===== src/rtl/output_ram_pkg.sv =====
// Shared types and arithmetic for the accumulating output RAM.
package output_ram_pkg;

   // Controller states: CLEAR sweeps zeros through the array, READY serves traffic.
   typedef enum logic {
      ST_CLEAR = 1'b0,
      ST_READY = 1'b1
   } state_e;

   // Widest data word sat_add can handle; callers sign-extend into this width.
   localparam int SAT_MAX_W = 64;

   // Signed add clamped to a 'width'-bit two's complement range.
   // Operands must already be sign-extended from 'width' bits to SAT_MAX_W bits.
   // Returns {overflow, clamped_sum}; only the low 'width' bits of the sum matter.
   function automatic logic [SAT_MAX_W:0] sat_add(
      input logic signed [SAT_MAX_W-1:0] a,
      input logic signed [SAT_MAX_W-1:0] b,
      input int                          width
   );
      logic signed [SAT_MAX_W:0] one;
      logic signed [SAT_MAX_W:0] max_v;
      logic signed [SAT_MAX_W:0] min_v;
      logic signed [SAT_MAX_W:0] sum;
      logic [SAT_MAX_W-1:0]      res;
      logic                      ovf;
      one   = {{SAT_MAX_W{1'b0}}, 1'b1};
      max_v = (one <<< (width - 1)) - one;
      min_v = ~max_v;
      // One extra bit of headroom so the raw sum can never wrap.
      sum   = {a[SAT_MAX_W-1], a} + {b[SAT_MAX_W-1], b};
      if (sum > max_v) begin
         ovf = 1'b1;
         res = max_v[SAT_MAX_W-1:0];
      end else if (sum < min_v) begin
         ovf = 1'b1;
         res = min_v[SAT_MAX_W-1:0];
      end else begin
         ovf = 1'b0;
         res = sum[SAT_MAX_W-1:0];
      end
      return {ovf, res};
   endfunction

endpackage


===== src/rtl/output_acc_ram_if.sv =====
// Bus between the MAC-array writer / next-layer reader and the output RAM.
interface output_acc_ram_if #(
   parameter int D_WIDTH = 16,
   parameter int A_WIDTH = 4
);
   logic               clr;
   logic               w_en;
   logic               w_acc;
   logic [A_WIDTH-1:0] w_addr;
   logic [D_WIDTH-1:0] data_in;
   logic               r_en;
   logic [A_WIDTH-1:0] r_addr;
   logic [D_WIDTH-1:0] data_out;
   logic               r_valid;
   logic               busy;
   logic               sat_flag;

   // Client side: issues writes, reads and clears.
   modport master (
      output clr, w_en, w_acc, w_addr, data_in, r_en, r_addr,
      input  data_out, r_valid, busy, sat_flag
   );

   // RAM side.
   modport slave (
      input  clr, w_en, w_acc, w_addr, data_in, r_en, r_addr,
      output data_out, r_valid, busy, sat_flag
   );
endinterface


===== src/rtl/output_acc_ram_core.sv =====
// Storage array: one synchronous write port, a combinational peek at the write
// address (for read-modify-write), and a registered read port with valid.
module output_acc_ram_core #(
   parameter int D_WIDTH = 16,
   parameter int A_WIDTH = 4
) (
   input  logic               clk,
   input  logic               rst,
   input  logic               we_i,
   input  logic [A_WIDTH-1:0] waddr_i,
   input  logic [D_WIDTH-1:0] wdata_i,
   output logic [D_WIDTH-1:0] wold_o,
   input  logic               re_i,
   input  logic [A_WIDTH-1:0] raddr_i,
   output logic [D_WIDTH-1:0] rdata_o,
   output logic               rvalid_o
);
   logic [D_WIDTH-1:0] mem_q [2**A_WIDTH];
   logic [D_WIDTH-1:0] rdata_q;
   logic               rvalid_q;

   // Current contents at the write address, so accumulate sees this cycle's value.
   assign wold_o = mem_q[waddr_i];

   // Array write; contents are deliberately left untouched by rst.
   always_ff @(posedge clk) begin
      if (we_i) begin
         mem_q[waddr_i] <= wdata_i;
      end
   end

   // Registered read: samples the array before this edge's write lands, so a
   // same-address read/write returns the old word. data_out holds when idle.
   always_ff @(posedge clk or posedge rst) begin
      if (rst) begin
         rdata_q  <= '0;
         rvalid_q <= 1'b0;
      end else begin
         rvalid_q <= re_i;
         if (re_i) begin
            rdata_q <= mem_q[raddr_i];
         end
      end
   end

   assign rdata_o  = rdata_q;
   assign rvalid_o = rvalid_q;
endmodule


===== src/rtl/output_acc_ram.sv =====
// Neuron output buffer with saturating accumulate writes, a hardware clear
// sweep and a sticky saturation flag.
module output_acc_ram
   import output_ram_pkg::*;
#(
   parameter int D_WIDTH    = 16,
   parameter int A_WIDTH    = 4,
   parameter bit CLR_ON_RST = 1'b1
) (
   input  logic                 clk,
   input  logic                 rst,
   output_acc_ram_if.slave      bus
);
   localparam state_e RST_STATE = CLR_ON_RST ? ST_CLEAR : ST_READY;
   localparam logic [A_WIDTH-1:0] LAST_ADDR = {A_WIDTH{1'b1}};

   state_e             state_q, state_d;
   logic [A_WIDTH-1:0] cnt_q, cnt_d;
   logic               sat_q, sat_d;

   logic               ram_we;
   logic [A_WIDTH-1:0] ram_waddr;
   logic [D_WIDTH-1:0] ram_wdata;
   logic               ram_re;
   logic [D_WIDTH-1:0] ram_wold;

   logic [SAT_MAX_W:0] sat_res;
   logic [D_WIDTH-1:0] acc_sum;
   logic               acc_ovf;
   logic               unused_sat_hi;

   // Saturating sum of the stored word and the incoming partial sum.
   assign sat_res       = sat_add(SAT_MAX_W'(signed'(ram_wold)),
                                  SAT_MAX_W'(signed'(bus.data_in)), D_WIDTH);
   assign acc_ovf       = sat_res[SAT_MAX_W];
   assign acc_sum       = sat_res[D_WIDTH-1:0];
   assign unused_sat_hi = ^sat_res[SAT_MAX_W-1:D_WIDTH];

   // Next state, sweep counter, write-port mux and saturation flag update.
   always_comb begin
      state_d   = state_q;
      cnt_d     = cnt_q;
      sat_d     = sat_q;
      ram_we    = 1'b0;
      ram_waddr = bus.w_addr;
      ram_wdata = bus.data_in;
      ram_re    = 1'b0;
      case (state_q)
         ST_CLEAR: begin
            // Sweep owns the write port; client writes and reads are dropped.
            ram_we    = 1'b1;
            ram_waddr = cnt_q;
            ram_wdata = '0;
            if (bus.clr) begin
               cnt_d = '0;
               sat_d = 1'b0;
            end else if (cnt_q == LAST_ADDR) begin
               cnt_d   = '0;
               state_d = ST_READY;
            end else begin
               cnt_d = cnt_q + A_WIDTH'(1);
            end
         end
         ST_READY: begin
            ram_re = bus.r_en;
            if (bus.clr) begin
               // Clear wins over a simultaneous write, which is discarded.
               state_d = ST_CLEAR;
               cnt_d   = '0;
               sat_d   = 1'b0;
            end else begin
               ram_we    = bus.w_en;
               ram_wdata = bus.w_acc ? acc_sum : bus.data_in;
               if (bus.w_en && bus.w_acc && acc_ovf) begin
                  sat_d = 1'b1;
               end
            end
         end
         default: begin
            state_d = RST_STATE;
         end
      endcase
   end

   // Controller registers; rst aborts any sweep in progress.
   always_ff @(posedge clk or posedge rst) begin
      if (rst) begin
         state_q <= RST_STATE;
         cnt_q   <= '0;
         sat_q   <= 1'b0;
      end else begin
         state_q <= state_d;
         cnt_q   <= cnt_d;
         sat_q   <= sat_d;
      end
   end

   assign bus.busy     = (state_q == ST_CLEAR);
   assign bus.sat_flag = sat_q;

   output_acc_ram_core #(
      .D_WIDTH (D_WIDTH),
      .A_WIDTH (A_WIDTH)
   ) u_core (
      .clk      (clk),
      .rst      (rst),
      .we_i     (ram_we),
      .waddr_i  (ram_waddr),
      .wdata_i  (ram_wdata),
      .wold_o   (ram_wold),
      .re_i     (ram_re),
      .raddr_i  (bus.r_addr),
      .rdata_o  (bus.data_out),
      .rvalid_o (bus.r_valid)
   );
endmodule


===== src/flat_wrapper.sv =====
// flat-port wrapper written by rule: the top's interface ports become plain ports
module output_acc_ram_flat import output_ram_pkg::*;
#(
   parameter int D_WIDTH    = 16,
   parameter int A_WIDTH    = 4,
   parameter bit CLR_ON_RST = 1'b1
)
  (clk, rst, bus_clr, bus_w_en, bus_w_acc, bus_w_addr, bus_data_in, bus_r_en, bus_r_addr, bus_data_out, bus_r_valid, bus_busy, bus_sat_flag);
  output_acc_ram_if #(.D_WIDTH(D_WIDTH), .A_WIDTH(A_WIDTH)) bus_i ();
  input  logic clk;
  input  logic rst;
  input wire logic [$bits(bus_i.clr)-1:0] bus_clr;
  input wire logic [$bits(bus_i.w_en)-1:0] bus_w_en;
  input wire logic [$bits(bus_i.w_acc)-1:0] bus_w_acc;
  input wire logic [$bits(bus_i.w_addr)-1:0] bus_w_addr;
  input wire logic [$bits(bus_i.data_in)-1:0] bus_data_in;
  input wire logic [$bits(bus_i.r_en)-1:0] bus_r_en;
  input wire logic [$bits(bus_i.r_addr)-1:0] bus_r_addr;
  output wire logic [$bits(bus_i.data_out)-1:0] bus_data_out;
  output wire logic [$bits(bus_i.r_valid)-1:0] bus_r_valid;
  output wire logic [$bits(bus_i.busy)-1:0] bus_busy;
  output wire logic [$bits(bus_i.sat_flag)-1:0] bus_sat_flag;
  assign bus_i.clr = bus_clr;
  assign bus_i.w_en = bus_w_en;
  assign bus_i.w_acc = bus_w_acc;
  assign bus_i.w_addr = bus_w_addr;
  assign bus_i.data_in = bus_data_in;
  assign bus_i.r_en = bus_r_en;
  assign bus_i.r_addr = bus_r_addr;
  assign bus_data_out = bus_i.data_out;
  assign bus_r_valid = bus_i.r_valid;
  assign bus_busy = bus_i.busy;
  assign bus_sat_flag = bus_i.sat_flag;
  output_acc_ram #(.D_WIDTH(D_WIDTH), .A_WIDTH(A_WIDTH), .CLR_ON_RST(CLR_ON_RST)) u_core (.clk(clk), .rst(rst), .bus(bus_i));
endmodule

===== config.mk =====
export PLATFORM = sky130hd
export DESIGN_NAME = output_acc_ram_flat
export DESIGN_NICKNAME = d
export VERILOG_FILES = /design/src/rtl/output_ram_pkg.sv /design/src/rtl/output_acc_ram_if.sv /design/src/rtl/output_acc_ram_core.sv /design/src/rtl/output_acc_ram.sv /design/src/flat_wrapper.sv
export SDC_FILE = /design/constraint.sdc
export NUM_CORES = 1
export LEC_CHECK = 0
export ABC_AREA = 1
export ABC_CLOCK_PERIOD_IN_PS = 12160
export CAP_MARGIN = 20
export CELL_PAD_IN_SITES_DETAIL_PLACEMENT = 1
export CELL_PAD_IN_SITES_GLOBAL_PLACEMENT = 2
export CORE_ASPECT_RATIO = 1.4
export CORE_MARGIN = 1.5
export CORE_UTILIZATION = 35
export DETAILED_ROUTE_END_ITERATION = 10
export PLACE_DENSITY = 0.79
export SLEW_MARGIN = 20
export SYNTH_ARGS = -nofsm -noshare
export SYNTH_HDL_FRONTEND = slang
export SYNTH_SLANG_ARGS = --single-unit

===== constraint.sdc =====
create_clock -name clk -period 12.16 [get_ports clk]
set_clock_uncertainty 0.05 [all_clocks]
set_input_delay 1.216 -clock clk [delete_from_list [all_inputs] [get_ports clk]]
set_output_delay 1.216 -clock clk [all_outputs]
set_load 0.01 [all_outputs]

### After elaboration in Yosys (flattened, before gate mapping)

Memory sizes are Yosys's and may differ from the RTL's. A register that Yosys moved wholly into a read port is not among the register bits.
Cells that the tools add are included.

* memories kept: 1
* bits in writable memories: 256
* input port bits: 30
* flip-flop bits (word level): 7

Memories
* u_core.u_core.mem_q: depth 16, bits a word 16, read ports 2, clocked after Yosys merged registers in 1, write ports 1, RTL line output_acc_ram_core.sv:18 `logic [D_WIDTH-1:0] mem_q [2**A_WIDTH];`

* equal/unequal tests: 4
* $lt $le $gt $ge: 2
* bitwise logic cells: 1
* muxes and demuxes: 25
* add/sub/neg operators: 2
* reduce and logical (&&, ||, !) cells: 3

Operators with widths (number)
* $mux 16: 4
* $pmux 16 s2: 1
* $add 16x16->17: 1
* $gt 17x16->1 const B: 1
* $lt 17x16->1 const B: 1
* $mux 4: 4
* $mux 1: 12
* $pmux 4 s2: 1
* $pmux 1 s2: 3
* $add 4x1->4 const B: 1
* $eq 4x4->1 const B: 1
* $ne 2x2->1 const B: 2
* $ne 3x3->1 const B: 1
* $logic_and 1x1->1: 2
* $reduce_and 2->1: 1
* $not 1->1: 1

### Longest topological paths before layout

An unclocked memory read counts as a cell.

* word-level depth: 10
* gate-level depth with buffers: 27
* gate-level depth less buffers: 25

### By module

A second synthesis with hierarchy kept.

* cell total of the unflattened synthesis: 1618
* area total of the unflattened synthesis: 14507.7 um^2

Modules (own cells, without submodules)
* output_acc_ram_core: area each 12878.6 um^2, instances 1, cells each 1345
* output_acc_ram: area each 1629.1 um^2, instances 1, cells each 273

### Worst setup path before layout

No wires, ideal clock.

* kind: input to register
* start: input bus_w_addr[0]
* end: memory u_core.u_core.mem_q[0][10], data pin
* arrival: 4273 ps
* library setup time: 291 ps
* buffers on the path: 3
* cell stages on the path: 27
* required time: 11819 ps
* slack: 7545 ps
* path through: inv_1 -> nand2_1 -> o21ai_2 -> inv_2 -> buf_2 -> buf_2 -> nor3_1 -> nor3_1 -> o22ai_1 -> nor2_1 -> ha_1 -> inv_1 -> fa_1 -> inv_1 -> nand2_1 -> nand2_1 -> nand3_1 -> nand2_1 -> nand2_1 -> nand2_1 -> nand2_1 -> nand2_1 -> nand2_2 -> nand2_1 -> inv_1 -> buf_6 -> a21oi_1

* longest elaborated chain between the ends: 9
* elaborated cells on any way between the ends: 10
* those cells by class: 1 x add/sub; 2 x order compare; 6 x mux; 1 x memory

Ends and longest elaborated chain
* start: declaration: RTL line flat_wrapper.sv:15 `input wire logic [$bits(bus_i.w_addr)-1:0] bus_w_addr;`
* $mux 4 *: RTL line output_acc_ram.sv:48 `case (state_q)`
* $mem_v2 16x16 *
* $add 16x16->17 *: RTL line output_ram_pkg.sv:31 `sum = {a[SAT_MAX_W-1], a} + {b[SAT_MAX_W-1], b};`
* $lt 17x16->1: RTL line output_ram_pkg.sv:35 `end else if (sum < min_v) begin`
* $mux 16: RTL line output_ram_pkg.sv:35
* $mux 16 *: RTL line output_ram_pkg.sv:32 `if (sum > max_v) begin`
* $mux 16 *: RTL line output_acc_ram.sv:73 `ram_wdata = bus.w_acc ? acc_sum : bus.data_in;`
* $mux 16 *: RTL line output_acc_ram.sv:66 `if (bus.clr) begin`
* $pmux 16 s2 *: RTL line output_acc_ram.sv:48
* net u_core.ram_wdata[10]: RTL line output_acc_ram.sv:23 `logic [D_WIDTH-1:0] ram_wdata;`
* end: declaration: RTL line output_acc_ram_core.sv:18

The timed path passes the listed nets; every way through them passes the cells marked *.

### Worst setup path in the final report

* start: input bus_w_addr[1]
* end: memory u_core.u_core.mem_q[8][4], data pin

The elaborated chain is that of the path after synthesis.

==> results.toml <==
[route]
firstDrtPassIters = 7
wl_met2_mm = 26.6
wl_met3_mm = 3.23
route.vias.total = 11700
drt-met1-wl_mm = 21.6
ant_nets = 0
wl_mm = 53.7
wl_per_cell_microns = 27.7
drt_iter0_drc = 994
drc = 0
viasPerCell = 6.07
top_layer = "met4"

[clock_tree]
cts_tree = "built"
cts_setup_buffers = 0
cts_num_sinks = 279
cts_resized = 0
cts_buffer_depth = 3
ctsHoldBuffers = 0
ctsHtreeMaxLevel = 1
cts_root_buf = "clkbuf_16"
clk_pin_slew_ns = 0.06
clk_latency_ns = 0.57
numCtsBuffers = 28

[die]
io-pin-count = 49
placementRows = 86
coreArea_sq_um = 39200
die-area_sq_um = 40800
start_util = 0.354
die_x_microns = 171
die_h_microns = 239

[global_route]
grt_pass1_wl_mm = 78.8
grt_max_degree = 74
antenna_found_initial = 0
overflow = 0
grt_usage = 0.265
grt_pass1_vias = 12100

[worst_hold_path]
hp-class = "reg2reg"

[sta]
min_period_over_period = 0.586
worst_slack_ns = 5.04
worst_pin_slew_ns = 1.17
whs_ns = 0.438
setup_tns_ns = 0
relSlewSlack = 0.221
fmax_mhz = 140
rsz0062_at_grt = "false"
fin_crit_ns = 7.12
setup_viol = 0
slew_violations = 0
finalHoldViolCount = 0

[power_and_ir_drop]
powerDensity_nw_per_um2 = 158
p_leak_nw = 5.50
ir_drop_v = 0.000102

[setup_path]
cp-end-kind = "flop"
crit_path_start_kind = "input port"
path_class = "in2reg"
required_ns = 12.32
cp_data_arrival_time_ns = 7.28
crit_path_max_fanout = 68

[place]
globalplace.congestion = 0.870
pre_cts_slack_ns = 4.44
hpwl_mm = 30.9
port_buffers = 48
placed_cell_area_sq_um = 14800

[run]
maxCapViolCount = 0

[status]
status = "finished, final reports clean"

[cells_and_area]
drive_gt1_frac = 0.0762
register_area_sq_um = 8260
fill_cells = 4394
multi_input_area_sq_um = 5090
final_util = 0.407
design_area_sq_um = 15900
final_nets = 1431
syn_to_final_growth_pct = 14.9

[yosys]
synth_common_cells = "edfxtp_1 (256), nor2_1 (193), nor3_1 (174), o21ai_0 (161), nand2_1 (107)"
yosysSeqAreaShare = 0.596
synth_cell_type_count = 39
ys_ff_latch = 279
synth_flop_cell = "edfxtp_1"
synthTopCellsByArea = "edfxtp_1 (55%), nor3_1 (6.3%), o21ai_0 (5.8%)"
yosys.area.top_type = "edfxtp_1"
netlist_instances = 1386
yosysMostFrequentCell = "edfxtp_1"
synth_area_sq_um = 13900
synth_edf_count = 256
syn_avg_cell_area_sq_um = 10.0
yosys_warnings = 0
synth_top_area_frac = 0.554
syn-num-nets = 1434
synth_async_sr_flop_share = 0.0824
[cells by family after synthesis]
group	share of synthesized area
flops	0.596
compound gates	0.165
simple gates	0.167
buf+inv	0.0489
fa+ha+maj	0.0168
xor+xnor	0.00695
[critical path, stage by stage]
cell             delay [ns]
clkdlybuf4s50_1        0.46
nand2_1                0.08
o21ai_4                0.22
buf_4                  0.60
buf_4                  0.74
nor2_2                 0.33
a21oi_1                0.24
o221ai_1               0.14
nand2_1                0.12
nand2_1                0.06
nor2_1                 0.25
inv_1                  0.10
fa_1                   0.37
inv_1                  0.07
nand2_1                0.07
nand2_1                0.10
nand3_1                0.08
nand2_1                0.15
nand2_1                0.09
nand2_1                0.07
nand2_1                0.06
nand2_1                0.12
nand2_2                0.10
nand2_1                0.08
inv_1                  0.29
a21oi_1                1.03
[per-layer routing]
metal	up-vias	GRT usage
met4	0	0.109
met1	5986	0.332
met2	463	0.463
li1	5160	-
met3	128	0.0316
met5	-	0
[path summary, 6_finish.rpt]
path,startpoint,slack (ns),to,cells after the start
setup / recovery,bus_w_addr[1],5.04,u_core.u_core.mem_q[8][4],26
hold / removal,u_core.bus.sat_flag,0.44,u_core.bus.sat_flag,2
setup reg to reg,u_core.state_q,5.27,u_core.u_core.mem_q[8][4],25
hold reg to reg,u_core.bus.sat_flag,0.44,u_core.bus.sat_flag,2
max in group asynchronous,rst,10.66,u_core.state_q,3
min in group asynchronous,rst,1.03,u_core.u_core.rvalid_o,3
[per-stage QoR]
step | cells | power (W)
floorplan | 1386 | 0.00137
global placement | 1881 | 0.00154
detailed placement | 1881 | 0.00154
CTS | 1933 | 0.00252
global route | 1933 | 0.00259
finish | 1934 | 0.00252
[flip-flops by register name, summed over array words and instances (netlist names)]
register,flops
u_core.u_core.rvalid_o,1
u_core.u_core.rdata_o,16
u_core.state_q,1
u_core.bus.sat_flag,1
u_core.u_core.mem_q,256
u_core.cnt_q,4
[power breakdown]
part | switching [W] | internal, W | total [W]
clock | 0.000382 | 0.000604 | 0.000986
sequential | 0.0000150 | 0.00106 | 0.00108
combinational | 0.000313 | 0.000140 | 0.000453
total | 0.000710 | 0.00181 | 0.00252
[layout make-up]
| class | instances | area share |
|---|---|---|
| sequential | 279 | 0.519 |
| antenna | 1 | 0.000157 |
| inverter | 61 | 0.0145 |
| tap | 528 | 0.0415 |
| multi-input combinational | 944 | 0.320 |
| timing repair buffer | 69 | 0.0396 |
| clock inverter | 19 | 0.0193 |
| clock buffer | 33 | 0.0464 |
[cells in the final DEF (no fill, tap or decap), types with 16 or more instances in the layout]
cell / instances
a21oi_1: 44
nor3_1: 174
nand2_1: 106
ha_1: 17
clkbuf_16: 28
o221ai_1: 56
nor2_1: 176
dfrtp_1: 23
clkdlybuf4s50_1: 46
a31oi_1: 16
buf_4: 22
nand3_1: 43
inv_1: 52
edfxtp_1: 256
o21ai_0: 161
o22ai_1: 87
Power figures use the tool's default switching activity.
